File: config.mk
export PLATFORM = sky130hd
export DESIGN_NAME = univ_shift_reg
export DESIGN_NICKNAME = d
export VERILOG_FILES = /design/src/rtl/univ_shift_reg.sv
export SDC_FILE = /design/constraint.sdc
export NUM_CORES = 1
export LEC_CHECK = 0
export ABC_CLOCK_PERIOD_IN_PS = 2150
export CAP_MARGIN = 20
export CORE_AREA = 4 4 59 50
export DETAILED_ROUTE_END_ITERATION = 10
export DIE_AREA = 0 0 63 54
export HOLD_SLACK_MARGIN = 0.15
export PLACE_DENSITY_LB_ADDON = 0.25
export SLEW_MARGIN = 20
export SYNTH_ARGS = -nofsm -noshare
export SYNTH_HDL_FRONTEND = slang
export SYNTH_SLANG_ARGS = --single-unit
File: constraint.sdc
create_clock -name clk -period 2.15 [get_ports clk]
set_input_delay 0.43 -clock clk [delete_from_list [all_inputs] [get_ports clk]]
set_output_delay 0.43 -clock clk [all_outputs]
set_load 0.05 [all_outputs]
File: src/rtl/univ_shift_reg.sv
// Universal shift register: hold, serial-in, parallel-in/serial-out and
// parallel load, with word-complete and transfer busy/done flags.
module univ_shift_reg #(
    parameter int WIDTH     = 8,
    parameter bit MSB_FIRST = 1'b1
) (
    input  logic                       clk,
    input  logic                       rst,
    input  logic                       en,
    input  logic [1:0]                 mode,
    input  logic [WIDTH-1:0]           data_in,
    input  logic                       ser_in,
    output logic [WIDTH-1:0]           dout,
    output logic                       ser_out,
    output logic                       word_valid,
    output logic                       busy,
    output logic                       done,
    output logic [$clog2(WIDTH)-1:0]   bit_cnt
);

    localparam int CW = $clog2(WIDTH);
    localparam logic [CW-1:0] CNT_LAST = CW'(WIDTH - 1);
    localparam logic [CW-1:0] CNT_ONE  = CW'(1);

    localparam logic [1:0] M_HOLD = 2'b00;
    localparam logic [1:0] M_SER  = 2'b01;
    localparam logic [1:0] M_PISO = 2'b10;
    localparam logic [1:0] M_LOAD = 2'b11;

    logic [WIDTH-1:0] dout_r, dout_n;
    logic [CW-1:0]    cnt_r, cnt_n, cnt_eff;
    logic [1:0]       last_r, last_n;
    logic             busy_r, busy_n;
    logic             wv_r, wv_n;
    logic             done_r, done_n;

    // Shift one position toward the serial output end, inserting b
    function automatic logic [WIDTH-1:0] shift1(
        input logic [WIDTH-1:0] d,
        input logic             b
    );
        if (MSB_FIRST) return {d[WIDTH-2:0], b};
        else           return {b, d[WIDTH-1:1]};
    endfunction

    // Next-state logic; an active transfer overrides the mode input
    always_comb begin
        dout_n  = dout_r;
        cnt_n   = cnt_r;
        last_n  = last_r;
        busy_n  = busy_r;
        wv_n    = 1'b0;
        done_n  = 1'b0;
        cnt_eff = (mode != last_r) ? '0 : cnt_r;
        if (en) begin
            if (busy_r) begin
                if (cnt_r == CNT_LAST) begin
                    busy_n = 1'b0;
                    done_n = 1'b1;
                    cnt_n  = '0;
                end else begin
                    dout_n = shift1(dout_r, 1'b0);
                    cnt_n  = cnt_r + CNT_ONE;
                end
            end else begin
                last_n = mode;
                unique case (mode)
                    M_HOLD: begin
                        cnt_n = cnt_eff;
                    end
                    M_SER: begin
                        dout_n = shift1(dout_r, ser_in);
                        if (cnt_eff == CNT_LAST) begin
                            cnt_n = '0;
                            wv_n  = 1'b1;
                        end else begin
                            cnt_n = cnt_eff + CNT_ONE;
                        end
                    end
                    M_PISO: begin
                        dout_n = data_in;
                        busy_n = 1'b1;
                        cnt_n  = '0;
                    end
                    M_LOAD: begin
                        dout_n = data_in;
                        cnt_n  = '0;
                        wv_n   = 1'b1;
                    end
                    default: begin
                        cnt_n = cnt_eff;
                    end
                endcase
            end
        end
    end

    // State register with synchronous reset that aborts any transfer
    always_ff @(posedge clk) begin
        if (rst) begin
            dout_r <= '0;
            cnt_r  <= '0;
            last_r <= M_HOLD;
            busy_r <= 1'b0;
            wv_r   <= 1'b0;
            done_r <= 1'b0;
        end else begin
            dout_r <= dout_n;
            cnt_r  <= cnt_n;
            last_r <= last_n;
            busy_r <= busy_n;
            wv_r   <= wv_n;
            done_r <= done_n;
        end
    end

    assign dout       = dout_r;
    assign ser_out    = MSB_FIRST ? dout_r[WIDTH-1] : dout_r[0];
    assign word_valid = wv_r;
    assign busy       = busy_r;
    assign done       = done_r;
    assign bit_cnt    = cnt_r;

endmodule

---- Yosys cells after proc, flatten, opt, wreduce, memory -nomap -nowiden ----
Index checks and enable logic that the tools add are counted.
operators by class
  bitwise logic cells ..................... 2
  add/sub/neg operators ................... 2
  reduce and logical (&&, ||, !) cells .... 7
  muxes and demuxes ....................... 14
  eq/ne operators ......................... 7
operator list
  cell                   count
  $mux W8                2
  $pmux W8 S2            1
  $mux W3                4
  $pmux W3 S3            1
  $add A3 B1 Y3 const B  2
  $eq A3 B3 Y1 const B   2
  $reduce_or A3 Y1       2
  $mux W1                5
  $eq A2 B2 Y1 const B   2
  $reduce_and A3 Y1      1
  $reduce_bool A3 Y1     1
  $eq A2 B1 Y1 const B   1
  $logic_not A2 Y1       1
  $ne A2 B2 Y1           1
  $ne A2 B2 Y1 const B   1
  $not A1 Y1             2
  $pmux W1 S2            1
  $reduce_and A2 Y1      1
  $reduce_or A2 Y1       1
storage, ports and cells
  bits in registers ....................... 16

---- Logic depth before layout (Yosys ltp) ----
Gate-level depths: netlist (run 1).
  depth in word-level cells ............... 6
  mapped depth ............................ 8
  mapped depth without buffers ............ 7

---- Worst setup path after synthesis (run 1) ----
Ideal clock, no wire load.
  path kind ............................... input port to flip-flop
  from .................................... input port mode[1]
  to ...................................... register cnt_r[2], in the netlist bit_cnt[2]
  buffers on the path ..................... 1
  slack ................................... 0.319 ns
  stages .................................. 8
  data required time ...................... 2.025 ns
  setup time .............................. 0.125 ns
  arrival ................................. 1.706 ns
  cell sequence ........................... clkbuf_8 xor2_1 nor2_1 and2_1 ha_1 ha_1 a221oi_1 nor3_1
between the ends
  cells in the longest elaborated chain, start to end .. 6
ends and longest elaborated chain
  what                                                  RTL line  text
  from (decl)                                           10        input logic [1:0] mode,
  $ne A2 B2 Y1                                          54        cnt_eff = (mode != last_r) ? '0 : cnt_r;
  $mux W3                                               54
  $add A3 B1 Y3 / $eq A3 B3 Y1 (equally long branches)  77, 73
  $mux W3                                               73        if (cnt_eff == CNT_LAST) begin
  $pmux W3 S3 *                                         67        unique case (mode)
  $mux W3 *                                             56        if (busy_r) begin
  to (signal assigned)                                  109       cnt_r <= cnt_n;
  to (decl)                                             31        logic [CW-1:0] cnt_r, cnt_n, cnt_eff;
Mark *: on every way between the ends. The rest lies on a longest branch, timed or not.
A chain may end at the register's enable or synchronous reset.

---- Worst setup path after layout (run 1) ----
Same ends and word-level chain as after synthesis.

==> impl_metrics.toml, run 1 <==
[floorplan]
die_h_um = 54
num_rows = 16
dieArea_um2 = 3400
pin_count = 29
die_w_um = 63
core_area_um2 = 2380
start_util = 0.378

[global_routing]
grt_pass1_wl_um = 3150
overflow = 0
antenna_found_initial = 0
grt_max_degree = 14
grt_use_total = 0.119
grt_pass1_vias = 687

[clock_network]
ctsHtreeMaxLevel = 1
cts_buffer_depth = 2
cts-root-buf = "clkbuf_4"
path_clk_slew_ns = 0.09
clock_sinks = 16
cts_buffers = 3
cts.hold.buffers_added = 0
ctsResizeCount = 0
cts_tree = "done"
post_cts_buffers = 0
clkLatencyLatePin_ns = 0.28

[sta]
setup-violations-final = 0
report.final.hold_viol_count = 0
max_freq_ghz = 0.494
rsz0062_at_grt = "no"
skew_ns = 0.00175
worst_pin_slew_ns = 0.505
period_needed_ns = 2.02
tns_ns = 0
maxSlewViolCount = 0
relSlewSlack = 0.662
period_share = 0.941

[cells_and_area]
drive_above_1_share = 0.137
diodes = 0
fin_cells = 144
layout_common_cells = "clkdlybuf4s50_1, dfxtp_1, mux2i_1, o2bb2ai_1, buf_4"
area_growth_pct = 35.7
final_nets = 136
final_common_cell = "clkdlybuf4s50_1"

[synthesis]
ys_warn_count = 0
syn-cell-area_um2 = 901
netlist_instances = 87
synth_nets = 105
synthDistinctLibCells = 32
ys_seq_area_frac = 0.356
synth.largest_area_cell = "dfxtp_1"
ys_ff_latch = 16
synthFlopType = "dfxtp_1"
yosysTopAreaCellShare = 0.356
postSynth.asyncResetShare = 0
syn_avg_cell_area_um2 = 10.4
synth-edff-count = 0
synth_area_leaders = "dfxtp_1, mux2i_1, o2bb2ai_1"

[pwr]
power.leakage_nw = 0.488
power.density_nw_per_um2 = 587
vdd_drop_max_uv = 432

[worst_setup_path]
critPathKind = "in2reg"
critPathLaunchType = "primary input"
crit_chain = "clkdlybuf4s50_1, xor2_1, nor2_1, and2_1, ha_1, ha_1, a221oi_1, nor3_1"
crit_top_cell = "ha_1"
critical_path.max_stage_delay_ns = 0.50
worst-endpoint-required_ns = 2.32
cp-end-kind = "register"
crit_path_max_fanout = 3
slowest_stage = "clkdlybuf4s50_1"
cp.arrival_ns = 2.20

[placement]
dp_hpwl_um = 1500
gp_congestion = 0.738
dp_cells = 140
io_buffer_count = 28

[routing]
wl_per_cell_um = 13.4
drtIter0Drc = 27
finalWirelength_um = 1930
drc_errors = 0
viasPerCell = 5.30
first_pass_iters = 4
ant_nets = 0
routed-via-count = 763

[job]
maxCapViolCount = 0

[status]
run_status = "completed"

[min_path]
min_path_type = "reg2reg"
## cells by family after synthesis
family / Yosys count / synth area share
and+or+nand+nor: 28 / 0.203
xor gates and xnor gates: 2 / 0.0194
muxes: 9 / 0.100
buffers and inverters: 8 / 0.0750
DFF: 16 / 0.356
adders and majority gates: 4 / 0.0556
AOI/OAI and AO/OA: 20 / 0.192
## power breakdown
part	switching [mW]	internal, mW
logic	0.103	0.0868
clock network	0.0955	0.103
registers	0.0179	0.312
## worst max-delay path, delay by kind of cell
kind / cells / cell delay [ns]
AND/OR/NAND/NOR: 3 / 0.33
XOR/XNOR: 1 / 0.15
AO/OA/AOI/OAI: 1 / 0.31
buffers and inverters: 1 / 0.50
adder cells (fa/ha/maj): 2 / 0.48
## cell usage after synthesis (3+ instances only)
library cell,n
nor3_1,3
nor2_1,5
mux2i_1,9
dfxtp_1,16
a21oi_1,3
o2bb2ai_1,7
nand2_1,5
ha_1,4
and2_1,3
## layer usage
metal  wire length [um]  global-route usage  vias to the layer above
li1                   -                   -                      383
met1                908               0.152                      363
met2                900               0.198                       17
met3                123              0.0418                        0
met4                  0              0.0220                        0
met5                  0                   0                        -
## path summary, 6_finish.rpt
kind              from    endpoint  slack (ns)  cells past startpoint
min            dout[2]     dout[2]        0.49                      1
max            mode[1]  bit_cnt[2]        0.13                      8
max reg2reg  last_r[1]  bit_cnt[2]        0.34                      7
min reg2reg    dout[2]     dout[2]        0.49                      1
## area by class of cell
cell class	instances	area, um2
well taps	27	33.8
inverters	1	3.75
clock buffers	4	36.3
flip-flops and latches	16	320
repair buffers	33	315
multi-input cells	63	513
fillers	223	1160
## state kept, by name, indices dropped and copies added (netlist names)
name / count
dout: 8
bit_cnt: 3
last_r: 2
busy: 1
done: 1
word_valid: 1
## through the flow
step / hold WS (ns) / cell area [um2] / total power [mW] / util / worst slack [ns]
after CTS: 0.495 / 1220 / 0.734 / 0.513 / 0.104
after floorplan: 0.479 / 901 / 0.463 / - / 0.319
after global placement: 0.470 / 1190 / 0.525 / 0.498 / -0.108
after detailed placement: 0.477 / 1190 / 0.528 / 0.498 / -0.194
after global routing: 0.516 / 1220 / 0.764 / 0.513 / 0.0329
final: 0.492 / 1220 / 0.718 / 0.513 / 0.126
No activity file was read; power rests on OpenSTA's default activity.
==> run 2, diff against run 1 <==
--- a/config.mk
+++ b/config.mk
@@ -6,10 +6,11 @@
 export NUM_CORES = 1
 export LEC_CHECK = 0
 export ABC_CLOCK_PERIOD_IN_PS = 2150
-export CAP_MARGIN = 20
-export CORE_AREA = 4 4 59 50
+export CAP_MARGIN = 30
+export CORE_AREA = 4 4 53 55
+export CTS_CLUSTER_DIAMETER = 150
 export DETAILED_ROUTE_END_ITERATION = 10
-export DIE_AREA = 0 0 63 54
+export DIE_AREA = 0 0 57 59
 export HOLD_SLACK_MARGIN = 0.15
 export PLACE_DENSITY_LB_ADDON = 0.25
 export SLEW_MARGIN = 20
==> run 2 against run 1 <==
Against the previous run:
- sequential power barely moved
- global-route usage up 1.2 points
- largest power group unchanged
- clock skew rose by 0.0013 ns
- final area up 0.20%
- sequential share of layout area is 0.053 points lower
- first-iteration DRC count decreased by 52%
- wire length up 1.5%
- flip-flop and latch count did not move
- critical endpoint is now bit_cnt[0]
- combinational power hardly changed
==> impl_metrics.toml, run 2 (same netlist as run 1, synthesis figures left out) <==
[status]
run_status = "completed"

[clock_network]
cts_buffer_depth = 2
cts_buffers = 3
path_clk_slew_ns = 0.09
cts-root-buf = "clkbuf_4"
cts_tree = "done"
cts.hold.buffers_added = 0
clkLatencyLatePin_ns = 0.28
clock_sinks = 16
ctsHtreeMaxLevel = 1

[worst_setup_path]
critPathKind = "reg2out"
critPathLaunchType = "register"
cp-end-kind = "primary output"
critical_path.max_stage_delay_ns = 0.85
worst-endpoint-required_ns = 1.72
slowest_stage = "clkdlybuf4s50_1"
crit_path_max_fanout = 7
crit_chain = "clkdlybuf4s50_1"
cp.buffers_inverters = 1
crit_family = "buffers and inverters"
cp.arrival_ns = 1.59

[sta]
relSlewSlack = 0.667
rsz0062_at_grt = "no"
period_share = 0.941
max_freq_ghz = 0.494
setup-violations-final = 0
skew_ns = 0.00305
maxSlewViolCount = 0
tns_ns = 0
worst_pin_slew_ns = 0.498
period_needed_ns = 2.02
report.final.hold_viol_count = 0
timing.hold.ws_ns = 0.485

[cells_and_area]
area_growth_pct = 36.0
final_nets = 135
diodes = 0
layout_common_cells = "clkdlybuf4s50_1, dfxtp_1, mux2i_1, o2bb2ai_1"
fill_cells = 243
drive_above_1_share = 0.138
final_common_cell = "clkdlybuf4s50_1"
largest_reg_flops = 8

[global_routing]
use_met2 = 0.220
grt.busiest_layer = "met2"
grt_pass1_wl_um = 3420
antenna_found_initial = 0
overflow = 0
grt_max_degree = 14
grtUsageMet3 = 0.0370
grt_use_total = 0.131
grt_pass1_vias = 710
gr-usage-met1 = 0.156

[job]
maxCapViolCount = 0

[placement]
gp_congestion = 0.809
io_buffer_count = 28
dp_hpwl_um = 1510

[floorplan]
die_h_um = 59
dieArea_um2 = 3360
num_rows = 18
start_util = 0.377
die_w_um = 57
pin_count = 29
core_area_um2 = 2390

[pwr]
power.density_nw_per_um2 = 586
finalPower_mw = 0.717
vdd_drop_max_uv = 352
power.leakage_nw = 0.487

[routing]
ant_nets = 0
routed-via-count = 747
drc_errors = 0
wl_per_cell_um = 13.4
viasPerCell = 5.12
first_pass_iters = 4
drtIter0Drc = 13
finalWirelength_um = 1960

[min_path]
min_path_type = "reg2reg"
-- run 2: cell types whose count changed in the layout (fill, tap and decap cells not counted) --
cell,previous run,this run
a221oi_1,2,1
buf_4,6,5
a221oi_2,0,1
-- run 2: what timing repair did --
action,in CTS,in global routing
gates resized for setup,0,1
endpoints found under the setup margin,0,1
setup buffers,0,0
-- run 2: final cells by class --
type                    count  area (um2)  area share
well taps                  30        37.5      0.0306
inverters                   1        3.75     0.00306
clock buffers               4        36.3      0.0296
repair buffers             32         308       0.251
flip-flops and latches     16         320       0.261
multi-input cells          63         519       0.424
-- run 2: power by group --
| part | internal (mW) | switching [mW] | total [mW] |
|---|---|---|---|
| clock network | 0.103 | 0.0945 | 0.197 |
| logic | 0.0862 | 0.104 | 0.190 |
| registers | 0.312 | 0.0177 | 0.330 |
| total | 0.501 | 0.216 | 0.717 |
-- run 2: path summary, 6_finish.rpt --
kind	start	endpoint	depth (start not counted)	slack, ns
hold / removal	dout[3]	dout[3]	1	0.49
setup / recovery	bit_cnt[0]	bit_cnt[0]	1	0.13
setup reg to reg	last_r[1]	bit_cnt[2]	7	0.36
hold reg to reg	dout[3]	dout[3]	1	0.49
-- run 2: stage by stage --
stage                     cell area, um2  utilization  setup slack [ns]  std cells
after floorplan                      901            -             0.319         87
after global placement              1180        0.495           -0.0891        142
after detailed placement            1180        0.495            -0.213        142
after CTS                           1220        0.510            0.0968        146
after global routing                1220        0.513            0.0179        146
final                               1220        0.513             0.127        146
-- run 2: metal layers --
layer / routed length [um] / share of wire
met5: 0 / 0
met4: 13 / 0.0066
met3: 112 / 0.057
met2: 977 / 0.50
met1: 857 / 0.44
==> patch, RTL diff (flow settings as in run 2) <==
The output `done` loses its register stage (`done_r` becomes a continuous assignment).
--- a/src/rtl/univ_shift_reg.sv
+++ b/src/rtl/univ_shift_reg.sv
@@ -105,3 +105,2 @@
             wv_r   <= 1'b0;
-            done_r <= 1'b0;
         end else begin
@@ -112,5 +111,6 @@
             wv_r   <= wv_n;
-            done_r <= done_n;
         end
     end
+
+    assign done_r = done_n;
 
Check against the original RTL: not equivalent (a bounded check fails within 10 cycles, from zero or initial values and one cycle with rst high).
==> patch against run 2 <==
- sequential share of layout area decreased by 1.7 points
- sequential cell count decreased by 1
- power decreased by 12%
- clock skew increased by 0.0026 ns
- worst setup slack improved by 0.012 ns
- area after synthesis decreased by 5.7%
- routed wire length decreased by 0.10%
- global-route usage decreased by 0.45 points
- register-to-register slack got worse by 0.08 ns
- worst hold slack improved by 0.0035 ns
- final area increased by 0.20%
- critical path type unchanged
- critical endpoint unchanged
==> patch: results (changes against run 2) <==
run status=finished, final reports clean; Final HPWL DP=1.52 mm (+0.63%); largest net degree at the start of global routing=17 (+3); CP top delay family=buffers and inverters; sw frac=30.5% (+0.35 points); layout cells sized above 1=11.6% (-2.2 points); Netlist cell types=31 (-3.1%); Seq/Total Area, Yosys=35.3% (-0.21 points); Post-Route Skew=0.00563 ns (+0.00258 ns); filler-free cell count of the finished design=151 (+3.4%); placer congestion estimate=0.765 (-5.5%); global-route wire length before repair=3.33 mm (-2.8%); Worst VDD drop=0.290 mV (-17%); syn avg cell area=9.65 µm² (-6.8%); Slew headroom=65.9% (-0.86 points); Routed WL=1.96 mm (-0.10%); vias in the first global route=745 (+4.9%); Max Root-Sink Buffers=2 (unchanged); vias=758 (+1.5%); largest cells by area after synthesis=dfxtp_1, mux2i_1, o2bb2ai_1; crit path max fanout=6 (-1); Lkg Pwr=0.505 nW (+3.7%); final net count=140 (+3.7%); sequential cell fraction of total power=48.4% (+2.5 points); Syn Nets=106 (+0.95%); Comb. pwr=0.168 mW (-12%); commonest cells in the netlist=dfxtp_1, mux2i_1, nor2_1, o2bb2ai_1, nand2_1; global-route usage over all layers=12.7% (-0.45 points); worst reg2reg setup slack=0.28 ns (-0.08 ns)
-- patch: final timing paths --
| check | from | to | depth (start not counted) |
|---|---|---|---|
| min reg2reg | dout[5] | dout[5] | 1 |
| min | dout[5] | dout[5] | 1 |
| max reg2reg | last_r[1] | bit_cnt[2] | 8 |
| max | bit_cnt[0] | bit_cnt[0] | 1 |
-- patch: stage by stage --
step	setup WS (ns)	power, mW	area, µm²	hold slack (ns)	setup TNS [ns]
after floorplan	0.136	0.416	850	0.510	0
after global placement	-0.176	0.480	1200	0.471	-0.204
after detailed placement	-0.262	0.482	1200	0.475	-0.327
after CTS	0.0272	0.642	1220	0.493	0
after global routing	0.0856	0.663	1230	0.503	0
final	0.138	0.633	1230	0.489	0
-- patch: routing by layer --
metal / global-route usage, % / up-vias / share of wire (%)
met5: 0 / - / 0
met4: 4.97 / 0 / 0.51
met3: 2.83 / 2 / 5.3
met2: 22.8 / 19 / 51
met1: 14.5 / 347 / 43
li1: - / 390 / -
-- patch: kinds of logic (layout without fill, tap and decap cells) --
| kind of cell | Yosys count | count (layout) | synth area share [%] |
|---|---|---|---|
| AO/OA/AOI/OAI | 20 | 20 | 19.9 |
| buffers and inverters | 8 | 41 | 4.57 |
| AND/OR/NAND/NOR | 27 | 27 | 18.0 |
| adder cells (fa/ha/maj) | 4 | 4 | 5.89 |
| flip-flops | 15 | 15 | 35.3 |
| multiplexers | 12 | 12 | 14.3 |
| XOR/XNOR | 2 | 2 | 2.06 |
-- patch: cell type report --
cell class,count,area [µm²]
clock buffers,4,26.3
fillers,253,1160
inverters,2,7.51
multi-input cells,65,510
flip-flops and latches,15,300
well taps,30,37.5
repair buffers,35,345
-- patch: repair_timing --
item | 4_1_cts | 5_1_grt
buffers inserted | 0 | 0
setup endpoints to repair | 0 | 1
gates resized for setup | 0 | 2
